`src/rtl/booth8_ctrl_if.sv`:
```
// Control/handshake bundle between the radix-8 Booth controller and its datapath.
interface booth8_ctrl_if;
  logic       Start;
  logic [3:0] Win;
  logic       Load;
  logic       Pre3;
  logic       Add;
  logic       Addc;
  logic [1:0] Sel;
  logic       Shift;
  logic       Busy;
  logic       Done;

  // Requester / datapath side: issues Start, presents the Booth window.
  modport master (
    output Start, Win,
    input  Load, Pre3, Add, Addc, Sel, Shift, Busy, Done
  );

  // Controller side.
  modport slave (
    input  Start, Win,
    output Load, Pre3, Add, Addc, Sel, Shift, Busy, Done
  );
endinterface

```
`src/rtl/booth8_ctrl.sv`:
```
// Radix-8 Booth multiplier sequencer: walks LOAD/PRE/(EVAL[/ADD]/SHIFT)xITER/DONE.
// Every control output is a flop loaded from the decode of the next state, so
// each output equals a Moore decode of the current registered state.
module booth8_ctrl #(
  parameter int unsigned ITER = 3
) (
  input  logic         Clock,
  input  logic         Reset,
  booth8_ctrl_if.slave ctl
);

  localparam int unsigned CNT_W = 2;
  localparam int unsigned SEL_W = 2;
  localparam int unsigned MAG_W = 3;

  typedef enum logic [2:0] {
    IDLE  = 3'd0,
    LOAD  = 3'd1,
    PRE   = 3'd2,
    EVAL  = 3'd3,
    ADD   = 3'd4,
    SHIFT = 3'd5,
    DONE  = 3'd6
  } state_e;

  state_e             state_q, state_d;
  logic [CNT_W-1:0]   cnt_q, cnt_d;
  logic               sign_q, sign_d;
  logic [SEL_W-1:0]   sel_q, sel_d;
  logic               load_q, load_d;
  logic               pre3_q, pre3_d;
  logic               add_q, add_d;
  logic               addc_q, addc_d;
  logic               shift_q, shift_d;
  logic               busy_q, busy_d;
  logic               done_q, done_d;

  logic [MAG_W-1:0]   pos_c;
  logic [MAG_W-1:0]   mag_c;

  // Digit magnitude: positive part 2*W2+W1+W0, minus 4 when W3 is set.
  always_comb begin
    pos_c = MAG_W'({ctl.Win[2], 1'b0}) + MAG_W'(ctl.Win[1]) + MAG_W'(ctl.Win[0]);
    mag_c = ctl.Win[3] ? (MAG_W'(4) - pos_c) : pos_c;
  end

  // Next-state, counter, digit capture and next-output decode.
  always_comb begin
    state_d = state_q;
    cnt_d   = cnt_q;
    sign_d  = sign_q;
    sel_d   = '0;
    case (state_q)
      IDLE:  if (ctl.Start) state_d = LOAD;
      LOAD: begin
        state_d = PRE;
        cnt_d   = '0;
      end
      PRE:   state_d = EVAL;
      EVAL: begin
        if (mag_c != '0) begin
          state_d = ADD;
          sign_d  = ctl.Win[3];
          sel_d   = SEL_W'(mag_c - MAG_W'(1));
        end else begin
          state_d = SHIFT;
        end
      end
      ADD:   state_d = SHIFT;
      SHIFT: begin
        if (cnt_q == CNT_W'(ITER - 1)) begin
          state_d = DONE;
        end else begin
          state_d = EVAL;
          cnt_d   = cnt_q + CNT_W'(1);
        end
      end
      DONE:    state_d = IDLE;
      default: state_d = IDLE;
    endcase

    load_d  = (state_d == LOAD);
    pre3_d  = (state_d == PRE);
    add_d   = (state_d == ADD) && !sign_d;
    addc_d  = (state_d == ADD) && sign_d;
    shift_d = (state_d == SHIFT);
    busy_d  = (state_d != IDLE);
    done_d  = (state_d == DONE);
  end

  // State, counter, captured digit and output registers; reset wins over all.
  always_ff @(posedge Clock) begin
    if (Reset) begin
      state_q <= IDLE;
      cnt_q   <= '0;
      sign_q  <= 1'b0;
      sel_q   <= '0;
      load_q  <= 1'b0;
      pre3_q  <= 1'b0;
      add_q   <= 1'b0;
      addc_q  <= 1'b0;
      shift_q <= 1'b0;
      busy_q  <= 1'b0;
      done_q  <= 1'b0;
    end else begin
      state_q <= state_d;
      cnt_q   <= cnt_d;
      sign_q  <= sign_d;
      sel_q   <= sel_d;
      load_q  <= load_d;
      pre3_q  <= pre3_d;
      add_q   <= add_d;
      addc_q  <= addc_d;
      shift_q <= shift_d;
      busy_q  <= busy_d;
      done_q  <= done_d;
    end
  end

  assign ctl.Load  = load_q;
  assign ctl.Pre3  = pre3_q;
  assign ctl.Add   = add_q;
  assign ctl.Addc  = addc_q;
  assign ctl.Sel   = sel_q;
  assign ctl.Shift = shift_q;
  assign ctl.Busy  = busy_q;
  assign ctl.Done  = done_q;

endmodule

```
`src/flat_wrapper.sv`:
```
// flat-port wrapper written by rule: the top's interface ports become plain ports
module booth8_ctrl_flat 
#(
  parameter int unsigned ITER = 3
)
  (Clock, Reset, ctl_Start, ctl_Win, ctl_Load, ctl_Pre3, ctl_Add, ctl_Addc, ctl_Sel, ctl_Shift, ctl_Busy, ctl_Done);
  booth8_ctrl_if ctl_i ();
  input  logic Clock;
  input  logic Reset;
  input wire logic [$bits(ctl_i.Start)-1:0] ctl_Start;
  input wire logic [$bits(ctl_i.Win)-1:0] ctl_Win;
  output wire logic [$bits(ctl_i.Load)-1:0] ctl_Load;
  output wire logic [$bits(ctl_i.Pre3)-1:0] ctl_Pre3;
  output wire logic [$bits(ctl_i.Add)-1:0] ctl_Add;
  output wire logic [$bits(ctl_i.Addc)-1:0] ctl_Addc;
  output wire logic [$bits(ctl_i.Sel)-1:0] ctl_Sel;
  output wire logic [$bits(ctl_i.Shift)-1:0] ctl_Shift;
  output wire logic [$bits(ctl_i.Busy)-1:0] ctl_Busy;
  output wire logic [$bits(ctl_i.Done)-1:0] ctl_Done;
  assign ctl_i.Start = ctl_Start;
  assign ctl_i.Win = ctl_Win;
  assign ctl_Load = ctl_i.Load;
  assign ctl_Pre3 = ctl_i.Pre3;
  assign ctl_Add = ctl_i.Add;
  assign ctl_Addc = ctl_i.Addc;
  assign ctl_Sel = ctl_i.Sel;
  assign ctl_Shift = ctl_i.Shift;
  assign ctl_Busy = ctl_i.Busy;
  assign ctl_Done = ctl_i.Done;
  booth8_ctrl #(.ITER(ITER)) u_core (.Clock(Clock), .Reset(Reset), .ctl(ctl_i));
endmodule
```
`config.mk`:
```
export PLATFORM = sky130hd
export DESIGN_NAME = booth8_ctrl_flat
export DESIGN_NICKNAME = d
export VERILOG_FILES = /design/src/rtl/booth8_ctrl_if.sv /design/src/rtl/booth8_ctrl.sv /design/src/flat_wrapper.sv
export SDC_FILE = /design/constraint.sdc
export NUM_CORES = 1
export LEC_CHECK = 0
export ABC_AREA = 0
export CORE_AREA = 3 3 40 42
export CTS_CLUSTER_DIAMETER = 120
export CTS_CLUSTER_SIZE = 16
export DETAILED_ROUTE_END_ITERATION = 12
export DIE_AREA = 0 0 43 45
export HOLD_SLACK_MARGIN = 0.05
export PLACE_DENSITY = 0.77
export SLEW_MARGIN = 20
export SYNTH_ARGS = -nofsm -noshare
export SYNTH_HDL_FRONTEND = slang
export SYNTH_SLANG_ARGS = --single-unit
```
`constraint.sdc`:
```
create_clock -name Clock -period 4.4 [get_ports Clock]
set_input_delay 0.88 -clock Clock [delete_from_list [all_inputs] [get_ports Clock]]
set_output_delay 0.88 -clock Clock [all_outputs]
set_load 0.01 [all_outputs]
```
==> results of run 1 <==
==> kinds of logic after synthesis <==
kind of cell    count (synthesis)  synth area share
simple gates                   25             0.254
fa+ha+maj                       5            0.0994
compound gates                 12             0.123
buf+inv                         8            0.0616
mux                             1            0.0159
flops                          14             0.445
==> cells in the final DEF, fill, tap and decap left out, types with 2 or more instances in the layout <==
master	count
clkdlybuf4s50_1	15
nor3_1	3
o21ai_0	2
and3_1	2
inv_1	5
nand3b_1	3
nand2b_1	4
nor4_1	2
dfxtp_1	14
nor2_1	3
a21oi_1	6
ha_1	5
clkbuf_4	3
or3_1	2
==> synthesized netlist by cell type <==
cell type,n,share of area
or3_1,2,0.020
ha_1,5,0.099
nor3b_1,1,0.012
buf_2,1,0.0079
mux2i_1,1,0.016
o21ai_0,2,0.016
nand2_1,1,0.0060
nor3_1,3,0.024
nor4_1,2,0.020
nand3b_1,3,0.036
nand3b_2,1,0.018
and2_1,1,0.0099
a221o_1,1,0.016
nand2b_1,4,0.040
a21bo_2,1,0.016
and3_1,2,0.020
nand4bb_1,1,0.018
inv_1,5,0.030
nor2_1,3,0.018
dfxtp_1,14,0.45
a21oi_1,6,0.048
a221oi_1,1,0.014
buf_6,1,0.018
or3b_1,1,0.014
a2111oi_0,1,0.014
clkbuf_1,1,0.0060
==> sequential cells by signal (all words and copies together) (netlist names) <==
| name | cells |
|---|---|
| u_core.ctl.Add | 1 |
| u_core.ctl.Load | 1 |
| u_core.cnt_q | 2 |
| u_core.ctl.Addc | 1 |
| u_core.state_q | 3 |
| u_core.ctl.Busy | 1 |
| u_core.ctl.Shift | 1 |
| u_core.ctl.Sel | 2 |
| u_core.ctl.Pre3 | 1 |
| u_core.ctl.Done | 1 |
==> report_power, final <==
group	switching (uW)	internal [uW]
clock	38.0	50.3
sequential	5.32	132
combinational	17.2	21.5
total	60.5	203
==> routing by layer <==
metal	share of wire	vias up	track usage
met5	0	-	0
met4	0.012	0	0.0542
met3	0.069	2	0.0757
met2	0.49	12	0.222
met1	0.43	235	0.149
li1	-	266	-
==> layout make-up <==
type	instances	area, um^2
well taps	15	18.8
multi-input cells	43	310
repair buffers	15	150
flip-flops and latches	14	280
inverters	5	18.8
clock buffers	4	36.3
fillers	117	470
==> per-stage QoR <==
stage / setup slack [ns] / util / power [uW]
CTS: 1.76 / 0.634 / 269
detailed placement: 1.46 / 0.606 / 179
finish: 1.75 / 0.634 / 264
global placement: 1.54 / 0.606 / 178
floorplan: 2.08 / - / 164
global route: 1.63 / 0.634 / 281
==> worst min-delay path, cell delays in order, from the launching register on <==
cell and delay [ns]:
dfxtp_1 0.31, o21ai_0 0.07, a21oi_1 0.06
==> path summary, 6_finish.rpt <==
check | end | cells past startpoint | start
hold / removal | u_core.cnt_q[1] | 2 | u_core.cnt_q[1]
hold reg to reg | u_core.cnt_q[1] | 2 | u_core.cnt_q[1]
setup / recovery | u_core.ctl.Add | 8 | ctl_Win[0]
setup reg to reg | u_core.ctl.Add | 2 | u_core.state_q[2]
==> results.md, run 1 <==
* Status: completed
* PD cells at 324 nW/um^2
* Port bufs at 15
* Final nets at 94
* Layout area overhead at 29.4%
* Synth Register Bits at 14
* Critical Path Slowest Stage Cell: a2111oi_0
* DRC at 0
* Largest net degree at the start of global routing at 15
* CP endpoint kind: flip-flop
* DR WL/cell at 11.6 um
* Slew @ Worst Pin at 0.468 ns
* Slew Viols, Final at 0
* CTS buffer count at 3
* Clock slew at reported path FFs at 0.08 ns
* RSZ-0062 raised after global routing: false
* # resized after CTS at 0
* Setup CP Type: in2reg
* Vias/cell at 5.36
* Iter 0 DRT Violations at 8
* Hold WS at 0.490 ns
* DP HPWL at 856 um
* I/O pins at 16
* Grt ovf at 0
* Setup bufs post-CTS at 0
* Layout cells sized above 1 at 0.0741
* Setup TNS at 0 ns
* Clk Latency, worst-skew pair at 0.27 ns
* Die X at 43 um
* Syn Inst Count at 65
* Cell Area, Placed at 778 um^2
* Max-slew headroom at 0.687
* H-Tree Depth at 1
* Cell mode on critical path: ha_1
* Final Cycle Share at 0.603
* Worst path bufs/invs at 2
* Final setup violating endpoints at 0
* Yosys warnings at 0
* Clk buf depth at 2
* Clk_skew at 0.00302 ns
* Worst path cell trace: clkdlybuf4s50_1 -> ha_1 -> ha_1 -> inv_1 -> ha_1 -> mux2i_1 -> ha_1 -> a2111oi_0
* Netlist Area Pre-Place at 629 um^2
* Via count at 515
* R2R setup slack at 3.12 ns
* Detailed Routing Iterations Pass 1 at 4
* CP max stage delay at 0.45 ns
* CTS tree: yes
* Post-CTS Hold Buffers at 0
* Routability congestion estimate at 0.735
* Clock Tree Root: clkbuf_4
* Core Area at 1280 um^2
* Vias in the first global route at 481
* Chip height at 45 um
* Final WL at 1120 um
* Post-placement cell count at 92
* Max Fanout on Critical Path at 3
* Tmin final at 2.65 ns
* Required @ worst endpoint at 4.54 ns
* Peak supply drop at 0.000185 V
* Initial Util at 0.490
* Final Hold Fails at 0
* # clock sinks at 14
* Syn nets at 77
* First-pass GRT wire length at 1950 um
* Share of the yosys chip area belonging to registers at 0.445
* Routed Antenna Nets at 0
* Startpoint types: input port
* Initial antenna violation count at 0
* FP Rows at 13
* Die ar. at 1940 um^2
* All-Layer GR Usage at 0.136
* Hold Path Class: reg2reg
* Final Instance Count excl. Fillers at 96
* Critical Path AT at 2.80 ns
* Fmax at 0.377 GHz
* Max-cap violation count at 0
* Static leakage at 0.000311 uW
* Crit-path leading delay family: adder cells
* Post-synth cell types at 26
* Final instance area at 815 um^2
* Post-synthesis area per instance at 9.68 um^2
* # diodes at 0
No activity file was read; power rests on OpenSTA's default activity.
==> inputs of run 2 (changes only) <==
CORE_AREA = default   (was 3 3 40 42)
CORE_MARGIN = 3   (was default)
CORE_UTILIZATION = 45   (was default)
DIE_AREA = default   (was 0 0 43 45)
PLACE_DENSITY = 0.74   (was 0.77)
clock period = 2.5 ns   (was 4.4 ns; I/O delays follow)
==> run 2 against run 1 <==
  * Sequential cell count is the same
  * Die area shrank 2.7%
  * Clock skew increased by 0.0029 ns
  * Routed wire length is 3.8% lower
  * Count of clock-buffer cells in the layout did not move
  * Worst setup slack got worse by 1.6 ns
  * Core utilization rose by 4.3 points
  * Sequential power up 76%
  * Combinational power grew 78%
  * Cell count down 1.0%
  * Critical endpoint unchanged
==> results.md, run 2 (synthesis gave the netlist of run 1 again) <==
* Status: completed
* Grt ovf at 0
* Final instance area at 813 um^2
* I/O pins at 16
* Critical Path Slowest Stage Cell: a2111oi_0
* Post-CTS Hold Buffers at 0
* Cell mode on critical path: ha_1
* Setup bufs post-CTS at 0
* RSZ-0062 raised after global routing: false
* CTS tree: yes
* Hold Path Class: reg2reg
* DP HPWL at 808 um
* FP Rows at 12
* Hold WS at 0.490 ns
* Chip height at 43.4 um
* Routed Antenna Nets at 0
* Clk buf depth at 2
* Final nets at 94
* Detailed Routing Iterations Pass 1 at 4
* Initial Util at 0.524
* Vias in the first global route at 466
* Setup CP Type: in2reg
* Iter 0 DRT Violations at 5
* Via count at 513
* Die ar. at 1880 um^2
* Clock Tree Root: clkbuf_4
* Max reg flops at 3
* Required @ worst endpoint at 2.64 ns
* Commonest non-fill, non-tap cells in the layout: clkdlybuf4s50_1 (15), dfxtp_1 (14), a21oi_1 (6), inv_1 (5), ha_1 (5)
* Routability congestion estimate at 0.684
* Vias/cell at 5.40
* Clk_skew at 0.00589 ns
* Slew Viols, Final at 0
* Peak supply drop at 0.000479 V
* Initial antenna violation count at 0
* DRC at 0
* Final setup violating endpoints at 0
* Largest net degree at the start of global routing at 15
* Max Fanout on Critical Path at 3
* # resized after CTS at 0
* PD cells at 574 nW/um^2
* Crit-path leading delay family: adder cells
* Core Area at 1200 um^2
* # diodes at 0
* CTS buffer count at 3
* Largest Register: u_core.state_q
* Total power at 467 uW
* Layout Utilization at 0.677
* Slew @ Worst Pin at 0.444 ns
* Startpoint types: input port
* Static leakage at 0.000311 uW
* Layout cells sized above 1 at 0.0741
* Die X at 43.4 um
* Worst path bufs/invs at 2
* Clk Latency, worst-skew pair at 0.28 ns
* CP max stage delay at 0.47 ns
* H-Tree Depth at 1
* Clock slew at reported path FFs at 0.08 ns
* Post-placement cell count at 91
* Max-slew headroom at 0.696
* Tmin final at 2.31 ns
* Port bufs at 15
* Cell Area, Placed at 777 um^2
* Final Hold Fails at 0
* Fmax at 0.434 GHz
* Worst path cell trace: clkdlybuf4s50_1 -> ha_1 -> ha_1 -> inv_1 -> ha_1 -> mux2i_1 -> ha_1 -> a2111oi_0
* Max-cap violation count at 0
* First-pass GRT wire length at 1850 um
* Final WL at 1080 um
* Final Instance Count excl. Fillers at 95
* CP endpoint kind: flip-flop
* Commonest non-fill, non-tap cell in the layout: clkdlybuf4s50_1
* # clock sinks at 14
* DR WL/cell at 11.3 um
* Final Cycle Share at 0.923
* All-Layer GR Usage at 0.130
* Critical Path AT at 2.44 ns
* Layout area overhead at 29.2%
## run 2: per-layer routing
metal | routed length [um] | GRT usage
met4 | 0 | 0.0361
met2 | 471 | 0.192
met3 | 76 | 0.0788
met5 | 0 | 0
met1 | 527 | 0.160
## run 2: through the flow
step	worst slack (ns)	TNS (ns)
detailed placement	-0.139	-0.139
floorplan	0.559	0
finish	0.194	0
global placement	0.0269	0
CTS	0.160	0
global route	0.121	0
## run 2: area by class of cell
type,count,area (um^2)
Multi-Input combinational cell,43,310
Fill cell,104,388
Inverter,5,18.8
Timing Repair Buffer,15,150
Sequential cell,14,280
Tap cell,14,17.5
Clock buffer,4,36.3
## run 2: final timing paths
path	slack [ns]	depth (start not counted)	end	start
setup / recovery	0.19	8	u_core.ctl.Add	ctl_Win[0]
hold / removal	0.49	2	u_core.cnt_q[0]	u_core.cnt_q[0]
setup reg to reg	1.18	2	u_core.ctl.Add	u_core.state_q[2]
hold reg to reg	0.49	2	u_core.cnt_q[0]	u_core.cnt_q[0]
## run 2: worst register-to-register path, stage by stage, from the launching register on
cell	delay, ns
dfxtp_1	0.42
nand3b_2	0.32
a2111oi_0	0.45
## run 2: report_power, final
group	switching, uW	internal (uW)	total (uW)
sequential	9.08	232	241
combinational	30.7	38.2	68.9
clock	68.4	88.6	157
total	108	358	467
==> inputs of run 3 (changes only) <==
--- a/config.mk
+++ b/config.mk
@@ -8,2 +8,3 @@
 export ABC_AREA = 0
+export CAP_MARGIN = 20
 export CORE_MARGIN = 3
--- a/constraint.sdc
+++ b/constraint.sdc
@@ -3,2 +3,2 @@
 set_output_delay 0.5 -clock Clock [all_outputs]
-set_load 0.01 [all_outputs]
+set_load 0.1 [all_outputs]
==> run 3 against run 2 <==
  * Maximum frequency up 3.6%
  * Register-to-register slack better by 0.04 ns
  * Cell count down 1.1%
  * Critical endpoint is now u_core.ctl.Sel[0]
  * Highest routed layer is now met4
==> results.md, run 3 (synthesis gave the netlist of run 1 again) <==
* Commonest non-fill, non-tap cell in the layout: dfxtp_1
* Setup bufs post-CTS at 0
* Final Instance Count excl. Fillers at 94
* Slew @ Worst Pin at 0.463 ns
* Post-CTS Hold Buffers at 0
* Layout area overhead at 23.5%
* Startpoint types: input port
* Static leakage at 0.000321 uW
* Final setup violating endpoints at 0
* Max reg flops at 3
* Commonest non-fill, non-tap cells in the layout: dfxtp_1 (14), buf_4 (9), a21oi_1 (6), clkdlybuf4s50_1 (6)
* Hold Path Class: reg2reg
* Peak supply drop at 0.000288 V
* Clk_skew at 0.00468 ns
* # clock sinks at 14
* FP Rows at 12
* All-Layer GR Usage at 0.143
* Final nets at 94
* Final Hold Fails at 0
* Max-cap violation count at 0
* First-pass GRT wire length at 2010 um
* Final WL at 1160 um
* Initial antenna violation count at 0
* DP HPWL at 903 um
* Post-placement cell count at 91
* PD cells at 601 nW/um^2
* Largest net degree at the start of global routing at 15
* Layout cells sized above 1 at 0.175
* Die ar. at 1880 um^2
* Detailed Routing Iterations Pass 1 at 3
* Clk buf depth at 2
* Status: completed
* I/O pins at 16
* CTS tree: yes
* Fillcell total at 106
* DR WL/cell at 12.4 um
* # diodes at 0
* Worst path bufs/invs at 2
* Cell mode on critical path: ha_1
* Routed Antenna Nets at 0
* Port bufs at 15
* CTS buffer count at 3
* Vias/cell at 5.51
* Max-slew headroom at 0.690
* Critical Path AT at 2.41 ns
* Fmax at 0.449 GHz
* Worst path cell trace: clkdlybuf4s50_1 -> ha_1 -> ha_1 -> inv_1 -> ha_1 -> mux2i_1 -> ha_1 -> and3_1 -> nor4_1
* Crit-path leading delay family: adder cells
* Critical Path Slowest Stage Cell: clkdlybuf4s50_1
* Grt ovf at 0
* Clk Latency, worst-skew pair at 0.27 ns
* Clock Tree Root: clkbuf_4
* Die X at 43.4 um
* RSZ-0062 raised after global routing: false
* Via count at 518
* CP endpoint kind: flip-flop
* # resized after CTS at 0
* Hold WS at 0.483 ns
* Routability congestion estimate at 0.698
* Core Area at 1200 um^2
* R2R setup slack at 1.22 ns
* Chip height at 43.4 um
* Vias in the first global route at 493
* Initial Util at 0.524
* DRC at 0
* Slew Viols, Final at 0
* H-Tree Depth at 1
* Largest Register: u_core.state_q
* CP max stage delay at 0.40 ns
* Clock slew at reported path FFs at 0.08 ns
* Layout Utilization at 0.647
* Final Cycle Share at 0.891
* Max Fanout on Critical Path at 3
* Final instance area at 777 um^2
* Setup CP Type: in2reg
* Required @ worst endpoint at 2.68 ns
* Tmin final at 2.23 ns
* Cell Area, Placed at 754 um^2
* Iter 0 DRT Violations at 4
==> run 3: cell types whose count changed in the layout (fill, tap and decap cells not counted) <==
cell | previous run | this run
buf_4 | 0 | 9
clkbuf_8 | 1 | 0
clkdlybuf4s50_1 | 15 | 6
==> run 3: where the power goes <==
part	total, uW	switching, uW	internal, uW
registers	241	9.14	232
logic	102	65.6	36.6
clock network	124	68.0	55.8
total	467	143	324
==> run 3: worst paths after layout <==
check	startpoint	to	cells after the start
hold reg to reg	u_core.cnt_q[1]	u_core.cnt_q[1]	2
setup reg to reg	u_core.cnt_q[0]	u_core.state_q[0]	5
hold / removal	u_core.cnt_q[1]	u_core.cnt_q[1]	2
setup / recovery	ctl_Win[0]	u_core.ctl.Sel[0]	9
==> run 3: per-stage QoR <==
stage               total power (uW)  TNS [ns]  setup slack [ns]
floorplan                        322         0             0.559
global placement                 346         0            0.0259
detailed placement               349   -0.0699           -0.0463
CTS                              471         0             0.268
global route                     491         0             0.140
finish                           467         0             0.274
==> run 3: area by class of cell <==
type / count / area, um^2 / share of cell area
timing repair buffer: 15 / 128 / 0.164
inverter: 5 / 18.8 / 0.0242
multi-input combinational: 43 / 310 / 0.399
tap: 14 / 17.5 / 0.0225
sequential: 14 / 280 / 0.361
clock buffer: 3 / 22.5 / 0.0290
==> run 3: worst min-delay path: stages (launching register included) <==
cell and delay (ns):
dfxtp_1 0.31, o21ai_0 0.07, a21oi_1 0.06
==> run 3: layer usage <==
metal	up-vias	share of wire	global-route usage
li1	267	-	-
met1	238	0.47	0.163
met2	11	0.46	0.251
met3	2	0.053	0.0415
met4	0	0.016	0.0542
met5	-	0	0
